`src/rtl/display_arbiter_pkg.sv`:
```
// Shared display definitions: character codes, arbiter state encoding and
// the grant decode used by the display arbiter.
package display_arbiter_pkg;

    typedef enum logic [3:0] {
        CHAR_C     = 4'h2,
        CHAR_E     = 4'h5,
        CHAR_BLANK = 4'hF
    } char_e;

    localparam logic [1:0] ST_IDLE  = 2'd0;
    localparam logic [1:0] ST_OWN0  = 2'd1;
    localparam logic [1:0] ST_OWN1  = 2'd2;
    localparam logic [1:0] ST_BLANK = 2'd3;

    typedef enum logic [1:0] {
        IDLE  = ST_IDLE,
        OWN0  = ST_OWN0,
        OWN1  = ST_OWN1,
        BLANK = ST_BLANK
    } arb_state_e;

    localparam logic [15:0] BLANK_DIGITS = {4{CHAR_BLANK}};

    function automatic logic [1:0] grant_of(input arb_state_e s);
        case (s)
            OWN0:    return 2'b01;
            OWN1:    return 2'b10;
            default: return 2'b00;
        endcase
    endfunction

endpackage

```
`src/rtl/display_arbiter_if.sv`:
```
// Bundle of request, source digit and display-side signals of the arbiter.
interface display_arbiter_if;
    logic [1:0]  req;
    logic [15:0] src0_bcd;
    logic [15:0] src1_bcd;
    logic [1:0]  grant;
    logic [3:0]  bcd3;
    logic [3:0]  bcd2;
    logic [3:0]  bcd1;
    logic [3:0]  bcd0;
    logic [1:0]  led;

    modport master (
        output req, src0_bcd, src1_bcd,
        input  grant, bcd3, bcd2, bcd1, bcd0, led
    );

    modport slave (
        input  req, src0_bcd, src1_bcd,
        output grant, bcd3, bcd2, bcd1, bcd0, led
    );
endinterface

```
`src/rtl/display_arbiter_hold_timer.sv`:
```
// Saturating dwell counter: cleared by clr_i, counts while en_i, and flags
// done_o once it has reached CYCLES-1 (it then stays there).
module hold_timer #(
    parameter int unsigned CYCLES = 8
) (
    input  logic clk,
    input  logic rst,
    input  logic clr_i,
    input  logic en_i,
    output logic done_o
);
    localparam int unsigned W = $clog2(CYCLES + 1);
    localparam logic [W-1:0] LAST = W'(CYCLES - 1);

    logic [W-1:0] cnt_q;
    logic [W-1:0] cnt_d;

    always_comb begin
        cnt_d = cnt_q;
        if (clr_i) begin
            cnt_d = '0;
        end else if (en_i && (cnt_q != LAST)) begin
            cnt_d = cnt_q + 1'b1;
        end
    end

    always_ff @(posedge clk or posedge rst) begin
        if (rst) begin
            cnt_q <= '0;
        end else begin
            cnt_q <= cnt_d;
        end
    end

    assign done_o = (cnt_q == LAST);

endmodule

```
`src/rtl/display_arbiter.sv`:
```
// Two-source round-robin owner of the 4-digit display with a minimum hold
// time per grant and one blank cycle between different owners.
module display_arbiter
    import display_arbiter_pkg::*;
#(
    parameter int unsigned HOLD_CYCLES = 8
) (
    input logic              clk,
    input logic              rst,
    display_arbiter_if.slave bus
);
    arb_state_e  state_q, state_d;
    logic        last_q, last_d;
    logic        target_q, target_d;
    logic        owning;
    logic        hold_done;
    logic [1:0]  grant_q;
    logic [15:0] digits_q;

    assign owning = (state_q == OWN0) || (state_q == OWN1);

    // Counter sits at zero whenever nobody owns, so entry into OWNx starts fresh.
    hold_timer #(.CYCLES(HOLD_CYCLES)) u_hold (
        .clk    (clk),
        .rst    (rst),
        .clr_i  (!owning),
        .en_i   (owning),
        .done_o (hold_done)
    );

    always_ff @(posedge clk or posedge rst) begin
        if (rst) begin
            state_q  <= IDLE;
            last_q   <= 1'b1;
            target_q <= 1'b0;
        end else begin
            state_q  <= state_d;
            last_q   <= last_d;
            target_q <= target_d;
        end
    end

    always_comb begin
        state_d  = state_q;
        last_d   = last_q;
        target_d = target_q;
        case (state_q)
            IDLE: begin
                if (bus.req == 2'b11) begin
                    state_d = last_q ? OWN0 : OWN1;
                end else if (bus.req[0]) begin
                    state_d = OWN0;
                end else if (bus.req[1]) begin
                    state_d = OWN1;
                end
            end
            OWN0: begin
                if (hold_done) begin
                    if (bus.req[1]) begin
                        state_d  = BLANK;
                        target_d = 1'b1;
                        last_d   = 1'b0;
                    end else if (!bus.req[0]) begin
                        state_d = IDLE;
                        last_d  = 1'b0;
                    end
                end
            end
            OWN1: begin
                if (hold_done) begin
                    if (bus.req[0]) begin
                        state_d  = BLANK;
                        target_d = 1'b0;
                        last_d   = 1'b1;
                    end else if (!bus.req[1]) begin
                        state_d = IDLE;
                        last_d  = 1'b1;
                    end
                end
            end
            default: begin
                if (bus.req[target_q]) begin
                    state_d = target_q ? OWN1 : OWN0;
                end else if (bus.req[~target_q]) begin
                    state_d = target_q ? OWN0 : OWN1;
                end else begin
                    state_d = IDLE;
                end
            end
        endcase
    end

    // Digits are a one-stage pipeline of the current owner's inputs, so they
    // trail grant by one cycle; grant itself is registered from the next state.
    always_ff @(posedge clk or posedge rst) begin
        if (rst) begin
            grant_q  <= 2'b00;
            digits_q <= BLANK_DIGITS;
        end else begin
            grant_q <= grant_of(state_d);
            case (state_q)
                OWN0:    digits_q <= bus.src0_bcd;
                OWN1:    digits_q <= bus.src1_bcd;
                default: digits_q <= BLANK_DIGITS;
            endcase
        end
    end

    assign bus.grant = grant_q;
    assign bus.led   = grant_q;
    assign bus.bcd3  = digits_q[15:12];
    assign bus.bcd2  = digits_q[11:8];
    assign bus.bcd1  = digits_q[7:4];
    assign bus.bcd0  = digits_q[3:0];

endmodule

```
`src/flat_wrapper.sv`:
```
// flat-port wrapper written by rule: the top's interface ports become plain ports
module display_arbiter_flat import display_arbiter_pkg::*;
#(
    parameter int unsigned HOLD_CYCLES = 8
)
  (clk, rst, bus_req, bus_src0_bcd, bus_src1_bcd, bus_grant, bus_bcd3, bus_bcd2, bus_bcd1, bus_bcd0, bus_led);
  display_arbiter_if bus_i ();
  input logic clk;
  input logic rst;
  input wire logic [$bits(bus_i.req)-1:0] bus_req;
  input wire logic [$bits(bus_i.src0_bcd)-1:0] bus_src0_bcd;
  input wire logic [$bits(bus_i.src1_bcd)-1:0] bus_src1_bcd;
  output wire logic [$bits(bus_i.grant)-1:0] bus_grant;
  output wire logic [$bits(bus_i.bcd3)-1:0] bus_bcd3;
  output wire logic [$bits(bus_i.bcd2)-1:0] bus_bcd2;
  output wire logic [$bits(bus_i.bcd1)-1:0] bus_bcd1;
  output wire logic [$bits(bus_i.bcd0)-1:0] bus_bcd0;
  output wire logic [$bits(bus_i.led)-1:0] bus_led;
  assign bus_i.req = bus_req;
  assign bus_i.src0_bcd = bus_src0_bcd;
  assign bus_i.src1_bcd = bus_src1_bcd;
  assign bus_grant = bus_i.grant;
  assign bus_bcd3 = bus_i.bcd3;
  assign bus_bcd2 = bus_i.bcd2;
  assign bus_bcd1 = bus_i.bcd1;
  assign bus_bcd0 = bus_i.bcd0;
  assign bus_led = bus_i.led;
  display_arbiter #(.HOLD_CYCLES(HOLD_CYCLES)) u_core (.clk(clk), .rst(rst), .bus(bus_i));
endmodule
```
`config.mk`:
```
export PLATFORM = sky130hd
export DESIGN_NAME = display_arbiter_flat
export DESIGN_NICKNAME = d
export VERILOG_FILES = /design/src/rtl/display_arbiter_pkg.sv /design/src/rtl/display_arbiter_if.sv /design/src/rtl/display_arbiter_hold_timer.sv /design/src/rtl/display_arbiter.sv /design/src/flat_wrapper.sv
export SDC_FILE = /design/constraint.sdc
export NUM_CORES = 1
export LEC_CHECK = 0
export CORE_UTILIZATION = 38
export CTS_BUF_LIST = sky130_fd_sc_hd__clkbuf_8 sky130_fd_sc_hd__clkbuf_16
export DETAILED_ROUTE_END_ITERATION = 8
export PLACE_DENSITY_LB_ADDON = 0.1
export SETUP_SLACK_MARGIN = 0.5
export SKIP_CTS_REPAIR_TIMING = 1
export SYNTH_ARGS = -nofsm -noshare
export SYNTH_HDL_FRONTEND = slang
export SYNTH_HIERARCHICAL = 1
export SYNTH_SLANG_ARGS = --single-unit
export TNS_END_PERCENT = 10
```
`constraint.sdc`:
```
create_clock -name clk -period 1.7 [get_ports clk]
set_input_delay 0.34 -clock clk [delete_from_list [all_inputs] [get_ports clk]]
set_output_delay 0.34 -clock clk [all_outputs]
set_load 0.005 [all_outputs]
```
==> qor.txt <==
Status -> finished, final reports clean
Area leader, netlist -> dfstp_2
First-pass GRT wire length -> 5.34 mm
Top Ports -> 56
Hold Path Class -> primary input to async pin
Die H -> 61.2 µm
Max-slew headroom -> 76.1%
Final worst-path setup slack -> 0.0251 ns
Max Clock Skew -> 0.0116 ns
Initial Util -> 39.9%
Crit-path cells -> ha_2 > and3b_2 > nand2b_4 > a21oi_2 > o311a_4 > o211a_1
Yosys reg bits -> 26
Top achievable clock speed -> 597 MHz
Critical path buffers and inverters -> 0
Syn Nets -> 156
P_leak -> 0.000925 µW
Wirelength, routed -> 3.58 mm
Crit path max fanout -> 4
Top cell type's share of synthesized area -> 33.6%
Port bufs -> 55
RSZ-0062 raised after global routing -> yes
Pwr Density -> 1650 mW/mm²
Async set-reset flop share out of synthesis -> 100%
Drt pass-1 iters -> 4
Nature of the critical path endpoint -> register
GRT overflow -> 0
Worst slack, placed -> -0.119 ns
Final Setup Violations -> 0
Worst Tran Pin Value -> 0.357 ns
Worst IR Drop VDD -> 0.969 mV
Seq/Total Area, Yosys -> 50.5%
CP Launch Type -> register
DR vias -> 1,146
EDFF count, synth -> 0
CTS tree -> yes
Area contributors post-synth -> dfstp_2 (34%), dfrtp_1 (17%), a221o_1 (12%)
Max_cap viols -> 0
CTS max path bufs -> 2
Tot Pwr -> 3410 µW
CP required -> 1.87 ns
Crit path DAT -> 1.84 ns
Hpwl dp -> 2.56 mm
Worst stage delay on the critical path -> 0.42 ns
Die ar. -> 0.00374 mm²
ANT cells -> 0
Clock Sinks -> 26
Post-synth cell types -> 37
Vias in the first global route -> 1,147
Layout Nets -> 219
Largest net degree at the start of global routing -> 23
CTS HTree Levels -> 1
Worst R2R Start -> u_core/u_hold/cnt_q[0]
Pins Over Slew Limit -> 0
Period utilisation layout -> 98.5%
Final Hold Fails -> 0
Clk slew on worst S/H paths -> 0.09 ns
Max stage delay cell, worst path -> dfrtp_1
Cell family with the largest share of critical-path delay -> compound AO/OA/AOI/OAI gates
Vias per inst -> 5.14
Syn Inst Count -> 115
R2r worst-path depth -> 6
Gpl congestion -> 0.741
Critical Setup Path Class -> register to register
Die width -> 61.2 µm
Most common cell after layout, fill and taps aside -> clkdlybuf4s50_1
Post-DRT Antenna Nets -> 0
# DRC -> 0
Initial antenna violation count -> 0
Iteration-0 DRC count of the detailed router -> 51
Cts bufs inserted -> 3
FF-to-FF End -> u_core/bus.grant[0]
Minimum clock period -> 1.67 ns
Core ar. -> 0.00334 mm²
Syn Std Cell Area -> 0.00133 mm²
R2R Setup Slk -> 0.03 ns
Clock Tree Root -> clkbuf_8
Routed len/inst -> 16.0 µm
Yosys warnings -> 6
Layout cells sized above 1 -> 39.5%
Setup tns final -> 0 ns
Rows -> 21
Most frequent cells in the layout -> clkdlybuf4s50_1 (35), dfstp_2 (17), a221o_1 (16)
Clk Latency, worst-skew pair -> 0.27 ns
GRT Overall Usage -> 19.9%
Dominant synthesized flop cell -> dfstp_2
FILL cells -> 294
Synth-to-Final Area Change -> 55.2%
Average size of a mapped cell -> 11.6 µm²
==> per-layer routing <==
| metal | wire (µm) | GRT usage (%) | share of wire, % | up-vias |
|---|---|---|---|---|
| met5 | 0 | 0 | 0 | - |
| met4 | 19 | 7.47 | 0.53 | 0 |
| met3 | 182 | 3.99 | 5.1 | 2 |
| met2 | 1870 | 35.2 | 52 | 42 |
| met1 | 1510 | 23.9 | 42 | 556 |
| li1 | - | - | - | 546 |
==> how the worst max path moves through the flow <==
stage	from	endpoint	slack, ns	cells past startpoint
floorplan	u_core/u_hold/cnt_q[0]	u_core/bus.grant[0]	0.08	6
global placement	bus_req[0]	u_core/bus.grant[0]	-0.07	5
detailed placement	bus_req[0]	u_core/state_q[0]	-0.12	5
CTS	u_core/state_q[1]	u_core/bus.grant[1]	0.007	5
global route	u_core/u_hold/cnt_q[0]	u_core/bus.grant[0]	-0.02	6
finish	u_core/u_hold/cnt_q[0]	u_core/bus.grant[0]	0.03	6
==> through the flow <==
step	util [%]	hold slack, ns	cell area, µm²	std cells
after floorplan	-	0.106	1340	115
after global placement	59.3	0.523	1980	219
after detailed placement	59.3	0.536	1980	219
after CTS	60.7	0.267	2020	223
after global routing	61.9	0.290	2060	223
final	61.9	0.273	2060	223
==> area by class of cell <==
class,count,area [µm²],share of cell area [%]
inverter,8,30.0,1.45
clock inverter,1,3.75,0.182
multi-input combinational,72,632,30.6
tap,46,57.6,2.79
timing repair buffer,67,627,30.4
sequential,26,673,32.6
clock buffer,3,41.3,2.00
==> cell families after synthesis <==
kind of cell | Yosys count | synth area share [%]
adder cells (fa/ha/maj) | 5 | 4.70
AND/OR/NAND/NOR | 29 | 11.7
flip-flops | 26 | 50.5
AO/OA/AOI/OAI | 36 | 25.1
buffers and inverters | 17 | 6.40
multiplexers | 2 | 1.60
==> synth_stat cells, drive strengths merged, types with 3 or more instances <==
library cell	n
a21oi	5
a221o	16
buf	8
dfrtp	9
dfstp	17
ha	5
inv	7
nand2	8
nand2b	3
nor2	5
nor2b	3
o21ai	4
==> sequential cells by signal, indices dropped and copies added, names as in the netlist <==
name,flops
u_core/state_q,2
u_core/target_q,1
u_core/bus.grant,2
u_core/digits_q,16
u_core/u_hold/cnt_q,4
u_core/last_q,1
==> report_power, final <==
part	switching (µW)	internal (µW)
clock network	179	161
registers	123	1010
logic	878	1060
total	1180	2230
==> worst register-to-register path, cell delays in order, from the launching register on <==
cell      delay [ns]
dfrtp_1         0.42
ha_2            0.21
and3b_2         0.24
nand2b_4        0.09
a21oi_2         0.05
o311a_4         0.37
o211a_1         0.21
Note: power is estimated with default switching activity, not from simulation.
